## config.mk

```make
export PLATFORM = sky130hd
export DESIGN_NAME = ysyx_25020037_axi_arbiter
export DESIGN_NICKNAME = d
export VERILOG_FILES = /design/src/rtl/ysyx_25020037_axi_arbiter_pkg.sv /design/src/rtl/ysyx_25020037_axi_arbiter.sv
export SDC_FILE = /design/constraint.sdc
export NUM_CORES = 1
export LEC_CHECK = 0
export CAP_MARGIN = 0
export CELL_PAD_IN_SITES_DETAIL_PLACEMENT = 1
export CELL_PAD_IN_SITES_GLOBAL_PLACEMENT = 1
export CORE_AREA = 3 3 183 185
export DETAILED_ROUTE_END_ITERATION = 8
export DIE_AREA = 0 0 186 188
export PLACE_DENSITY = 0.68
export RECOVER_POWER = 25
export SYNTH_ARGS = -nofsm -noshare
export SYNTH_HDL_FRONTEND = slang
export SYNTH_SLANG_ARGS = --single-unit
```

## constraint.sdc

```tcl
create_clock -name clk -period 4.1 [get_ports clk]
set_input_delay 0.615 -clock clk [delete_from_list [all_inputs] [get_ports clk]]
set_output_delay 0.615 -clock clk [all_outputs]
set_load 0.005 [all_outputs]
```

## src/rtl/ysyx_25020037_axi_arbiter_pkg.sv

```systemverilog
// Shared AXI field widths, arbiter state encoding and the grant-priority helper
// for the IFU/LSU AXI arbiter.
package ysyx_25020037_axi_arbiter_pkg;

  localparam int ADDR_W  = 32;
  localparam int DATA_W  = 32;
  localparam int ID_W    = 4;
  localparam int LEN_W   = 8;
  localparam int SIZE_W  = 3;
  localparam int BURST_W = 2;
  localparam int RESP_W  = 2;
  localparam int STRB_W  = DATA_W / 8;

  typedef enum logic [1:0] {
    ARB_IDLE  = 2'd0,
    ARB_IFU_R = 2'd1,
    ARB_LSU_R = 2'd2,
    ARB_LSU_W = 2'd3
  } arb_state_e;

  // A starved IFU overrides everything; otherwise LSU write > LSU read > IFU read.
  function automatic arb_state_e arb_pick(input logic ifu_starved,
                                          input logic m0_rreq,
                                          input logic m1_wreq,
                                          input logic m1_rreq);
    if (ifu_starved && m0_rreq) return ARB_IFU_R;
    else if (m1_wreq)           return ARB_LSU_W;
    else if (m1_rreq)           return ARB_LSU_R;
    else if (m0_rreq)           return ARB_IFU_R;
    else                        return ARB_IDLE;
  endfunction

endpackage

```

## src/rtl/ysyx_25020037_axi_arbiter.sv

```systemverilog
// Shares the core-side AXI4 master port between IFU (m0, read-only) and LSU (m1).
// One transaction is granted at a time and the bus stays locked until its response completes.
module ysyx_25020037_axi_arbiter
  import ysyx_25020037_axi_arbiter_pkg::*;
#(
  parameter int MAX_WAIT = 4,
  parameter int CNT_W    = 3
) (
  input  logic               clk,
  input  logic               rst,

  input  logic               m0_arvalid,
  output logic               m0_arready,
  input  logic [ADDR_W-1:0]  m0_araddr,
  input  logic [ID_W-1:0]    m0_arid,
  input  logic [LEN_W-1:0]   m0_arlen,
  input  logic [SIZE_W-1:0]  m0_arsize,
  input  logic [BURST_W-1:0] m0_arburst,
  output logic               m0_rvalid,
  input  logic               m0_rready,
  output logic [DATA_W-1:0]  m0_rdata,
  output logic [RESP_W-1:0]  m0_rresp,
  output logic               m0_rlast,
  output logic [ID_W-1:0]    m0_rid,

  input  logic               m1_arvalid,
  output logic               m1_arready,
  input  logic [ADDR_W-1:0]  m1_araddr,
  input  logic [ID_W-1:0]    m1_arid,
  input  logic [LEN_W-1:0]   m1_arlen,
  input  logic [SIZE_W-1:0]  m1_arsize,
  input  logic [BURST_W-1:0] m1_arburst,
  output logic               m1_rvalid,
  input  logic               m1_rready,
  output logic [DATA_W-1:0]  m1_rdata,
  output logic [RESP_W-1:0]  m1_rresp,
  output logic               m1_rlast,
  output logic [ID_W-1:0]    m1_rid,
  input  logic               m1_awvalid,
  output logic               m1_awready,
  input  logic [ADDR_W-1:0]  m1_awaddr,
  input  logic [ID_W-1:0]    m1_awid,
  input  logic [LEN_W-1:0]   m1_awlen,
  input  logic [SIZE_W-1:0]  m1_awsize,
  input  logic [BURST_W-1:0] m1_awburst,
  input  logic               m1_wvalid,
  output logic               m1_wready,
  input  logic [DATA_W-1:0]  m1_wdata,
  input  logic [STRB_W-1:0]  m1_wstrb,
  input  logic               m1_wlast,
  output logic               m1_bvalid,
  input  logic               m1_bready,
  output logic [RESP_W-1:0]  m1_bresp,
  output logic [ID_W-1:0]    m1_bid,

  output logic               s_arvalid,
  input  logic               s_arready,
  output logic [ADDR_W-1:0]  s_araddr,
  output logic [ID_W-1:0]    s_arid,
  output logic [LEN_W-1:0]   s_arlen,
  output logic [SIZE_W-1:0]  s_arsize,
  output logic [BURST_W-1:0] s_arburst,
  input  logic               s_rvalid,
  output logic               s_rready,
  input  logic [DATA_W-1:0]  s_rdata,
  input  logic [RESP_W-1:0]  s_rresp,
  input  logic               s_rlast,
  input  logic [ID_W-1:0]    s_rid,
  output logic               s_awvalid,
  input  logic               s_awready,
  output logic [ADDR_W-1:0]  s_awaddr,
  output logic [ID_W-1:0]    s_awid,
  output logic [LEN_W-1:0]   s_awlen,
  output logic [SIZE_W-1:0]  s_awsize,
  output logic [BURST_W-1:0] s_awburst,
  output logic               s_wvalid,
  input  logic               s_wready,
  output logic [DATA_W-1:0]  s_wdata,
  output logic [STRB_W-1:0]  s_wstrb,
  output logic               s_wlast,
  input  logic               s_bvalid,
  output logic               s_bready,
  input  logic [RESP_W-1:0]  s_bresp,
  input  logic [ID_W-1:0]    s_bid
);

  arb_state_e       state;
  arb_state_e       next_grant;
  logic [CNT_W-1:0] wait_cnt;
  logic             gnt_ifu, gnt_lsu_r, gnt_lsu_w;
  logic             ar_done, aw_done, w_done;
  logic             ifu_starved;

  assign ifu_starved = (wait_cnt == CNT_W'(MAX_WAIT));
  assign next_grant  = arb_pick(ifu_starved, m0_arvalid, m1_awvalid, m1_arvalid);

  // The done flags close each address/data channel once it has handshaken, so a
  // master that keeps its valid high cannot slip a second transaction onto the bus.
  always_ff @(posedge clk or posedge rst) begin
    if (rst) begin
      state     <= ARB_IDLE;
      wait_cnt  <= '0;
      gnt_ifu   <= 1'b0;
      gnt_lsu_r <= 1'b0;
      gnt_lsu_w <= 1'b0;
      ar_done   <= 1'b0;
      aw_done   <= 1'b0;
      w_done    <= 1'b0;
    end else begin
      unique case (state)
        ARB_IDLE: begin
          state     <= next_grant;
          gnt_ifu   <= (next_grant == ARB_IFU_R);
          gnt_lsu_r <= (next_grant == ARB_LSU_R);
          gnt_lsu_w <= (next_grant == ARB_LSU_W);
          if (next_grant == ARB_IFU_R)
            wait_cnt <= '0;
          else if (m0_arvalid && !ifu_starved)
            wait_cnt <= wait_cnt + 1'b1;
        end
        ARB_IFU_R, ARB_LSU_R: begin
          if (s_arvalid && s_arready)
            ar_done <= 1'b1;
          if (s_rvalid && s_rready && s_rlast) begin
            state     <= ARB_IDLE;
            gnt_ifu   <= 1'b0;
            gnt_lsu_r <= 1'b0;
            ar_done   <= 1'b0;
          end
        end
        ARB_LSU_W: begin
          if (s_awvalid && s_awready)
            aw_done <= 1'b1;
          if (s_wvalid && s_wready && s_wlast)
            w_done <= 1'b1;
          if (s_bvalid && s_bready) begin
            state     <= ARB_IDLE;
            gnt_lsu_w <= 1'b0;
            aw_done   <= 1'b0;
            w_done    <= 1'b0;
          end
        end
      endcase
    end
  end

  // Handshake routing: only the grantee's valids/readys pass; B is held back until AW and W are both done.
  always_comb begin
    s_arvalid  = 1'b0;
    s_rready   = 1'b0;
    s_awvalid  = 1'b0;
    s_wvalid   = 1'b0;
    s_bready   = 1'b0;
    m0_arready = 1'b0;
    m0_rvalid  = 1'b0;
    m1_arready = 1'b0;
    m1_rvalid  = 1'b0;
    m1_awready = 1'b0;
    m1_wready  = 1'b0;
    m1_bvalid  = 1'b0;
    if (gnt_ifu) begin
      s_arvalid  = m0_arvalid & ~ar_done;
      m0_arready = s_arready & ~ar_done;
      m0_rvalid  = s_rvalid;
      s_rready   = m0_rready;
    end
    if (gnt_lsu_r) begin
      s_arvalid  = m1_arvalid & ~ar_done;
      m1_arready = s_arready & ~ar_done;
      m1_rvalid  = s_rvalid;
      s_rready   = m1_rready;
    end
    if (gnt_lsu_w) begin
      s_awvalid  = m1_awvalid & ~aw_done;
      m1_awready = s_awready & ~aw_done;
      s_wvalid   = m1_wvalid & ~w_done;
      m1_wready  = s_wready & ~w_done;
      m1_bvalid  = s_bvalid & aw_done & w_done;
      s_bready   = m1_bready & aw_done & w_done;
    end
  end

  assign s_araddr  = gnt_lsu_r ? m1_araddr  : m0_araddr;
  assign s_arid    = gnt_lsu_r ? m1_arid    : m0_arid;
  assign s_arlen   = gnt_lsu_r ? m1_arlen   : m0_arlen;
  assign s_arsize  = gnt_lsu_r ? m1_arsize  : m0_arsize;
  assign s_arburst = gnt_lsu_r ? m1_arburst : m0_arburst;

  assign s_awaddr  = m1_awaddr;
  assign s_awid    = m1_awid;
  assign s_awlen   = m1_awlen;
  assign s_awsize  = m1_awsize;
  assign s_awburst = m1_awburst;
  assign s_wdata   = m1_wdata;
  assign s_wstrb   = m1_wstrb;
  assign s_wlast   = m1_wlast;

  assign m0_rdata = s_rdata;
  assign m0_rresp = s_rresp;
  assign m0_rlast = s_rlast;
  assign m0_rid   = s_rid;
  assign m1_rdata = s_rdata;
  assign m1_rresp = s_rresp;
  assign m1_rlast = s_rlast;
  assign m1_rid   = s_rid;
  assign m1_bresp = s_bresp;
  assign m1_bid   = s_bid;

endmodule

```

==> results.sh, run 1 <==
export IMPL_hold_violations=0
export IMPL_critPathRequiredTime_ps=3480
export IMPL_cts_root_buf="clkbuf_16"
export IMPL_numPortBuffers=177
export IMPL_tightestPinTransition_ps=632
export IMPL_rows=66
export IMPL_start_util_pct=8.04
export IMPL_drive_gt1_share_pct=18.3
export IMPL_cts_max_level=1
export IMPL_clk_pin_slew_worst_paths_ps=40
export IMPL_drtIter0Drc=30
export IMPL_synthFlopType="dfrtp_1"
export IMPL_grt_pass1_wl_mm=14.1
export IMPL_ir_drop_mv=0.170
export IMPL_syn_area_per_cell_um2=8.35
export IMPL_yosysSeqAreaShare_pct=10.6
export IMPL_yosys_warnings=0
export IMPL_clock_sinks=11
export IMPL_finalSetupViolCount=0
export IMPL_path_cells="buf_4 -> mux2_2 -> clkdlybuf4s50_1"
export IMPL_core_um2=32200
export IMPL_design_area_um2=3650
export IMPL_synth_top_family_by_area="buffers and inverters"
export IMPL_dpl_cell_area_um2=3580
export IMPL_avgRoutedWirePerCell_um=15.1
export IMPL_gp_congestion=0.679
export IMPL_finalCritPeriodShare_pct=71.8
export IMPL_overflow=0
export IMPL_fillers=3820
export IMPL_leakagePower_nw=1.28
export IMPL_synthCells=310
export IMPL_synth_area_um2=2590
export IMPL_start_kind="flop"
export IMPL_pin_count=474
export IMPL_synth_net_count=558
export IMPL_hold_path_class="flop to flop"
export IMPL_yosysTopAreaCell="buf_4"
export IMPL_power_mw=1.32
export IMPL_slowest_delay_ps=760
export IMPL_dieArea_um2=35000
export IMPL_fmax_ghz=0.340
export IMPL_drc_errors=0
export IMPL_powerDensity_nw_per_um2=361
export IMPL_maxCapViolCount=0
export IMPL_rsz0062_at_grt="no"
export IMPL_fin_crit_ps=2940
export IMPL_nets=566
export IMPL_antenna_found_initial=0
export IMPL_synth_async_reset_ratio_pct=100
export IMPL_yosys_area_share_simple_pct=7.73
export IMPL_ys_ff_latch=11
export IMPL_routed_wirelength_mm=11.0
export IMPL_antenna_cells=0
export IMPL_dr_pass1_iters=4
export IMPL_grt_max_degree=27
export IMPL_vias_per_cell=2.75
export IMPL_synth_fa_ha_area_share_pct=2.42
export IMPL_synth_edf_count=0
export IMPL_end_kind="output port"
export IMPL_cts_buffer_depth=2
export IMPL_fin_setup_tns_ps=0
export IMPL_synth_compound_area_share_pct=4.93
export IMPL_grt_pass1_vias=2113
export IMPL_fin_skew_ps=1.66
export IMPL_slew_viol_final=0
export IMPL_ys_types=29
export IMPL_maxSlewHeadroom_pct=57.9
export IMPL_antenna_violating_nets_post_route=0
export IMPL_cts_buffers=3
export IMPL_timing_worst_setup_path_type="flop to output port"
export IMPL_hpwl_mm=9.75
export IMPL_critPathSlowestCell="dfrtp_2"
export IMPL_fp_dieW_um=186
export IMPL_cts_tree="done"
export IMPL_syn2layout_area_growth_pct=41.1
export IMPL_synth_top_area_share_pct=49.3
export IMPL_crit_arrival_ps=2330
export IMPL_synthMuxAreaShare_pct=22.5
export IMPL_status="completed"
export IMPL_vias=1996
export IMPL_grt_usage_pct=5.51
export IMPL_crit_fanout=26
export IMPL_clk_latency_ps=240
export IMPL_holdBufCountCts=0
export IMPL_post_cts_buffers=0
export IMPL_die_y_um=188
export IMPL_synth_xor_area_share_pct=0
export IMPL_synth_top_cells_by_area="buf_4 49%, mux2_2 21%, dfrtp_1 11%"
export IMPL_final_core_util_pct=11.3
export IMPL_cts_resized=0
==> cell type report <==
class	count	area (µm²)	share of cell area, %
clock buffer	4	78.8	2.16
multi-input combinational	115	972	26.6
inverter	8	30.0	0.822
sequential	11	277	7.57
tap	408	510	14.0
timing repair buffer	179	1790	48.9
==> Yosys cell counts, drive strengths merged, types with 2 or more instances <==
library cell,number
a21oi,5
a31oi,2
and2,3
and3b,5
buf,176
dfrtp,11
ha,5
inv,8
mux2,49
mux2i,3
nand2,17
nand2b,2
nand3,2
nand3b,2
nor2,5
o21ai,6
==> final timing paths <==
kind | startpoint | to | slack, ps | cells after the start
worst max-delay path | gnt_lsu_r$_DFFE_PP0P_ | s_arlen[3] | 1160 | 3
worst min-delay path | wait_cnt[1]$_DFFE_PP0P_ | wait_cnt[1]$_DFFE_PP0P_ | 520 | 2
worst max register to register | gnt_lsu_r$_DFFE_PP0P_ | gnt_lsu_r$_DFFE_PP0P_ | 2300 | 4
worst min register to register | wait_cnt[1]$_DFFE_PP0P_ | wait_cnt[1]$_DFFE_PP0P_ | 520 | 2
max in group asynchronous | rst | gnt_lsu_r$_DFFE_PP0P_ | 2920 | 2
min in group asynchronous | rst | ar_done$_DFFE_PP0P_ | 830 | 2
==> placed cells by master, fill, tap and decap left out <==
cell and instances:
clkdlybuf4s50_1 176, mux2_2 49, nand2_1 17, dfrtp_1 10
inv_1 8, nor2_1 5, and3b_1 5, ha_1 5
o21ai_0 4, and2_1 3, a21oi_1 3, mux2i_1 3
clkbuf_16 3, o21ai_1 2, nand3_1 2, nand2b_1 2
nand3b_1 2, a21oi_2 2, a31oi_1 2, buf_4 2
o311ai_0 1, a21bo_2 1, nor3_1 1, a41oi_1 1
and3_1 1, o22ai_1 1, nor2b_1 1, a32o_1 1
o2bb2ai_1 1, clkbuf_1 1, dfrtp_2 1, dlygate4sd3_1 1
==> flip-flops by register name, indices dropped and copies added, names as in the netlist <==
name       count
gnt_lsu_r      1
state          2
wait_cnt       3
aw_done        1
gnt_lsu_w      1
gnt_ifu        1
ar_done        1
w_done         1
==> cell families after synthesis <==
kind of cell,count (synthesis)
buffers and inverters,184
muxes,52
DFF,11
AOI/OAI and AO/OA,19
adders and majority gates,5
and+or+nand+nor,39
==> layer usage <==
metal  vias up  part of all wire, %  GRT usage (%)  wire length [µm]
li1        860                    -              -                 -
met1       871                   32           5.00              3470
met4         0                  6.1           3.64               674
met5         -                    0              0                 0
met3        66                   16           3.30              1780
met2       199                   46           9.20              5050
==> stage by stage <==
stage          hold slack, ps  instances  setup slack (ps)
3_5_place_dp              522        721              1260
4_1_cts                   531        725              1050
6_report                  519        725              1160
2_1_floorplan             467        310              2480
3_3_place_gp              496        721              1270
5_1_grt                   550        725              1020
==> worst max-delay path: cells and delay by family, from the launching register on <==
family,cells,cell delay [ps]
mux,1,390
buf+inv,2,910
flops,1,760
==> where the power goes <==
group | internal (mW) | leakage (nW) | switching (mW)
Clock | 0.131 | 0.0382 | 0.0509
Sequential | 0.161 | 0.136 | 0.0956
Combinational | 0.563 | 1.11 | 0.319
No activity file was read; power rests on OpenSTA's default activity.
==> run 2: changes to the inputs <==
Settings changed: CORE_AREA 3 3 183 185 to 3 3 182 184, DIE_AREA 0 0 186 188 to 0 0 185 187, PLACE_DENSITY 0.68 to 0.71.
Clock period 4.1 ns to 2.7 ns, I/O delays scaled along.
==> run 2 against run 1 <==
Compared with the run above:
- utilization up 0.34 points
- highest routed layer unchanged
- sequential share of layout area down 0.067 points
- largest power group unchanged
- worst hold slack worse by 29 ps
- clock skew up 4.3 ps
- clock power up 45%
==> results.sh, run 2 (same netlist as run 1, synthesis figures left out) <==
export IMPL_end_kind="output port"
export IMPL_cts_max_level=1
export IMPL_slowest_delay_ps=580
export IMPL_finalSetupViolCount=0
export IMPL_start_kind="input pin"
export IMPL_path_buf_inv=2
export IMPL_critical_path_top_delay_family="buffers and inverters"
export IMPL_post_cts_buffers=0
export IMPL_largestRegisters="wait_cnt (3), state (2)"
export IMPL_pin_count=474
export IMPL_drc_errors=0
export IMPL_nets=568
export IMPL_leakagePower_nw=1.30
export IMPL_mostFrequentLayoutCells="177 x clkdlybuf4s50_1, 49 x mux2_2, 17 x nand2_1"
export IMPL_timing_worst_setup_path_type="input pin to output port"
export IMPL_fin_skew_ps=5.92
export IMPL_hold_path_class="input pin to asynchronous set/reset pin"
export IMPL_fin_crit_ps=2250
export IMPL_grt_pass1_vias=2142
export IMPL_antenna_cells=0
export IMPL_vias_per_cell=2.78
export IMPL_grt_usage_pct=6.60
export IMPL_grt_pass1_wl_mm=16.2
export IMPL_drtIter0Drc=31
export IMPL_grt_max_degree=33
export IMPL_instances_no_fill=721
export IMPL_finalCritPeriodShare_pct=83.3
export IMPL_syn2layout_area_growth_pct=42.4
export IMPL_drive_gt1_share_pct=18.8
export IMPL_fillers=3712
export IMPL_multi_input_area_um2=972
export IMPL_dpl_cell_area_um2=3610
export IMPL_critPathSlowestCell="clkdlybuf4s50_1"
export IMPL_seq_area_um2=277
export IMPL_dieArea_um2=34600
export IMPL_clk_pin_slew_worst_paths_ps=40
export IMPL_ir_drop_mv=0.176
export IMPL_clk_latency_ps=230
export IMPL_die_y_um=187
export IMPL_overflow=0
export IMPL_path_common_cell="clkdlybuf4s50_1"
export IMPL_rsz0062_at_grt="no"
export IMPL_slew_viol_final=0
export IMPL_fin_setup_tns_ps=0
export IMPL_vias=2003
export IMPL_cts_buffers=3
export IMPL_maxCapViolCount=0
export IMPL_clock_sinks=11
export IMPL_dp_cells=717
export IMPL_crit_fanout=2
export IMPL_layout_commonest_cell="clkdlybuf4s50_1"
export IMPL_regMostFlops="wait_cnt"
export IMPL_path_cells="clkdlybuf4s50_1 -> nand3b_1 -> a21oi_2 -> clkdlybuf4s50_1"
export IMPL_cts_buffer_depth=2
export IMPL_numPortBuffers=177
export IMPL_fmax_ghz=0.445
export IMPL_tightestPinTransition_ps=480
export IMPL_antenna_found_initial=2
export IMPL_cts_root_buf="clkbuf_16"
export IMPL_cts_resized=0
export IMPL_status="completed"
export IMPL_rows=65
export IMPL_hold_violations=0
export IMPL_hpwl_mm=11.8
export IMPL_avgRoutedWirePerCell_um=17.9
export IMPL_largest_reg_flops=3
export IMPL_final_core_util_pct=11.7
export IMPL_dr_pass1_iters=3
export IMPL_crit_arrival_ps=1840
export IMPL_holdBufCountCts=0
export IMPL_fp_dieW_um=185
export IMPL_gp_congestion=0.662
export IMPL_core_um2=31600
export IMPL_cts_tree="done"
export IMPL_critPathRequiredTime_ps=2300
export IMPL_maxSlewHeadroom_pct=68.0
export IMPL_routed_wirelength_mm=12.9
export IMPL_design_area_um2=3690
export IMPL_start_util_pct=8.21
export IMPL_antenna_violating_nets_post_route=0
export IMPL_powerDensity_nw_per_um2=561
-- run 2: cell types whose count changed in the layout (fill, tap and decap cells not counted) --
| cell | delta |
|---|---|
| dlygate4sd3_1 | -1 |
| clkdlybuf4s50_1 | +1 |
| buf_12 | +2 |
-- run 2: power by group --
group / switching, mW / internal [mW]
sequential: 0.104 / 0.245
clock: 0.0668 / 0.198
combinational: 0.570 / 0.886
total: 0.741 / 1.33
-- run 2: per-layer routing --
metal | track usage, % | wire length [µm] | up-vias
met1 | 5.19 | 3630 | 858
met5 | 0 | 0 | -
met2 | 12.6 | 6520 | 241
met3 | 4.98 | 2520 | 38
li1 | - | - | 866
met4 | 1.65 | 268 | 0
-- run 2: cell type report --
cell class              count  share of cell area [%]
flip-flops and latches     11                    7.50
multi-input cells         115                    26.4
clock buffers               4                    2.14
repair buffers            181                    49.5
well taps                 402                    13.6
inverters                   8                   0.814
-- run 2: path summary, 6_finish.rpt --
path	startpoint	end	slack, ps	cells past startpoint
worst min-delay path	rst	wait_cnt[1]$_DFFE_PP0P_	490	2
worst max register to register	gnt_lsu_r$_DFFE_PP0P_	gnt_lsu_r$_DFFE_PP0P_	1070	5
worst min register to register	wait_cnt[2]$_DFFE_PP0P_	wait_cnt[2]$_DFFE_PP0P_	520	2
min in group clk	wait_cnt[2]$_DFFE_PP0P_	wait_cnt[2]$_DFFE_PP0P_	520	2
max in group asynchronous	rst	gnt_lsu_r$_DFFE_PP0P_	1860	2
worst max-delay path	m0_arvalid	s_arvalid	450	4
-- run 2: stage by stage --
step | hold WS [ps] | setup WS, ps | total power, mW
4_1_cts | 504 | 402 | 2.13
6_report | 490 | 450 | 2.07
5_1_grt | 531 | 354 | 2.23
3_5_place_dp | 512 | 400 | 1.85
2_1_floorplan | 257 | 1290 | 1.19
3_3_place_gp | 499 | 364 | 1.82
==> run 3: changes to the inputs <==
Settings changed: CORE_AREA 3 3 182 184 to 3 3 185 187, DIE_AREA 0 0 185 187 to 0 0 188 190, PLACE_DENSITY 0.71 to 0.67.
Clock period 2.7 ns to 2.3 ns, I/O delays scaled along.
==> run 3 against run 2 <==
Compared with the run above:
- first-iteration DRC count increased by 23%
- register-to-register slack got worse by 420 ps
- clock skew decreased by 2.4 ps
- setup slack got worse by 350 ps
- global-route usage decreased by 0.45 points
- largest power group unchanged
- flip-flop and latch count unchanged
- utilization decreased by 0.13 points
- design area increased by 2.2%
- non-clock buffer count increased by 4
- largest cell class unchanged
==> results.sh, run 3 (same netlist as run 1, synthesis figures left out) <==
export IMPL_status="completed"
export IMPL_hpwl_mm=10.7
export IMPL_drtIter0Drc=38
export IMPL_gp_congestion=0.755
export IMPL_hold_path_class="input pin to asynchronous set/reset pin"
export IMPL_cts_max_level=1
export IMPL_end_kind="output port"
export IMPL_cts_buffer_depth=2
export IMPL_holdBufCountCts=0
export IMPL_cts_root_buf="clkbuf_16"
export IMPL_fmax_ghz=0.455
export IMPL_dieArea_um2=35700
export IMPL_crit_arrival_ps=1850
export IMPL_power_mw=2.44
export IMPL_cts_resized=0
export IMPL_drive_gt1_share_pct=19.8
export IMPL_maxCapViolCount=0
export IMPL_slew_viol_final=0
export IMPL_drc_errors=0
export IMPL_powerDensity_nw_per_um2=648
export IMPL_post_cts_buffers=0
export IMPL_clk_latency_ps=240
export IMPL_p_int_mw=1.59
export IMPL_nets=572
export IMPL_path_common_cell="buf_12"
export IMPL_antenna_found_initial=0
export IMPL_mostFrequentLayoutCells="177 x clkdlybuf4s50_1, 49 x mux2_2, 17 x nand2_1"
export IMPL_critPathSlowestCell="clkdlybuf4s50_1"
export IMPL_crit_fanout=20
export IMPL_syn2layout_area_growth_pct=45.6
export IMPL_routed_wirelength_mm=11.9
export IMPL_cts_tree="done"
export IMPL_pin_count=474
export IMPL_largestRegisters="wait_cnt (3), state (2)"
export IMPL_cts_buffers=3
export IMPL_avgRoutedWirePerCell_um=15.6
export IMPL_dr_pass1_iters=4
export IMPL_vias_per_cell=2.69
export IMPL_maxSlewHeadroom_pct=67.7
export IMPL_finalSetupViolCount=0
export IMPL_sw_frac_of_total_pct=34.9
export IMPL_vias=2062
export IMPL_grt_pass1_wl_mm=16.3
export IMPL_finalCritPeriodShare_pct=95.6
export IMPL_slowest_delay_ps=490
export IMPL_path_cells="buf_12 -> buf_12 -> mux2_2 -> clkdlybuf4s50_1"
export IMPL_start_util_pct=7.94
export IMPL_critPathRequiredTime_ps=1960
export IMPL_grt_max_degree=21
export IMPL_regMostFlops="wait_cnt"
export IMPL_grt_usage_pct=6.16
export IMPL_start_kind="flop"
export IMPL_fp_dieW_um=188
export IMPL_instances_no_fill=766
export IMPL_fin_crit_ps=2200
export IMPL_rows=66
export IMPL_clkPwrFrac_pct=13.2
export IMPL_largest_reg_flops=3
export IMPL_leakagePower_nw=1.32
export IMPL_sequentialPowerShare_pct=16.0
export IMPL_fin_setup_tns_ps=0
export IMPL_die_y_um=190
export IMPL_grt_pass1_vias=2291
export IMPL_layout_commonest_cell="clkdlybuf4s50_1"
export IMPL_overflow=0
export IMPL_hold_violations=0
export IMPL_timing_worst_setup_path_type="flop to output port"
export IMPL_combPwrFrac_pct=70.8
export IMPL_tightestPinTransition_ps=483
export IMPL_dp_cells=761
export IMPL_ir_drop_mv=0.214
export IMPL_clk_pin_slew_worst_paths_ps=40
export IMPL_fillers=3877
export IMPL_rsz0062_at_grt="no"
export IMPL_numPortBuffers=177
export IMPL_fin_skew_ps=3.51
export IMPL_antenna_violating_nets_post_route=0
export IMPL_clock_sinks=11
export IMPL_core_um2=32600
export IMPL_p_sw_mw=0.852
==> run 3: cell types whose count changed in the layout (fill, tap and decap cells not counted), sizes merged <==
cell   delta
buf       +4
diode     +1
==> run 3: worst paths after layout <==
| kind | slack (ps) | endpoint | start | cells after the start |
|---|---|---|---|---|
| worst max-delay path | 100 | s_araddr[30] | gnt_lsu_r$_DFFE_PP0P_ | 4 |
| worst min-delay path | 430 | wait_cnt[1]$_DFFE_PP0P_ | rst | 2 |
| worst max register to register | 650 | gnt_lsu_r$_DFFE_PP0P_ | gnt_lsu_r$_DFFE_PP0P_ | 5 |
| worst min register to register | 510 | wait_cnt[1]$_DFFE_PP0P_ | wait_cnt[1]$_DFFE_PP0P_ | 2 |
| max in group asynchronous | 1520 | gnt_lsu_r$_DFFE_PP0P_ | rst | 2 |
| min in group clk | 510 | wait_cnt[1]$_DFFE_PP0P_ | wait_cnt[1]$_DFFE_PP0P_ | 2 |
==> run 3: layout make-up <==
type / instances / area (µm²) / area share, %
timing repair buffer: 185 / 1860 / 49.3
inverter: 8 / 30.0 / 0.797
tap: 442 / 553 / 14.7
sequential: 11 / 277 / 7.33
clock buffer: 4 / 78.8 / 2.09
multi-input combinational: 115 / 972 / 25.8
antenna: 1 / 2.50 / 0.0664
==> run 3: worst max-delay path, delay by kind of cell (launching register included) <==
family / cells / cell delay [ps]
flip-flops: 1 / 400
multiplexers: 1 / 340
buffers and inverters: 3 / 860
==> run 3: power groups by stage <==
stage          Sequential, mW  Clock, mW  Combinational (mW)
2_1_floorplan           0.351          0                1.05
3_3_place_gp            0.399          0                1.75
3_5_place_dp            0.401          0                1.77
4_1_cts                 0.399      0.329                1.78
5_1_grt                 0.414      0.338                1.89
6_report                0.391      0.322                1.73
==> run 3: per-layer routing <==
metal | vias to the layer above | global-route usage [%] | part of all wire [%]
li1 | 871 | - | -
met1 | 901 | 4.67 | 27
met2 | 245 | 11.5 | 50
met3 | 45 | 4.90 | 19
met4 | 0 | 2.40 | 3.1
met5 | - | 0 | 0
==> run 3: through the flow <==
| step | setup slack [ps] | hold slack, ps | cell area [µm²] | util, % |
|---|---|---|---|---|
| after floorplan | 952 | 197 | 2590 | - |
| after global placement | 95.5 | 500 | 3690 | 11.3 |
| after detailed placement | 103 | 513 | 3690 | 11.3 |
| after CTS | 69.6 | 452 | 3770 | 11.5 |
| after global routing | 33.1 | 483 | 3770 | 11.5 |
| final | 102 | 427 | 3770 | 11.6 |
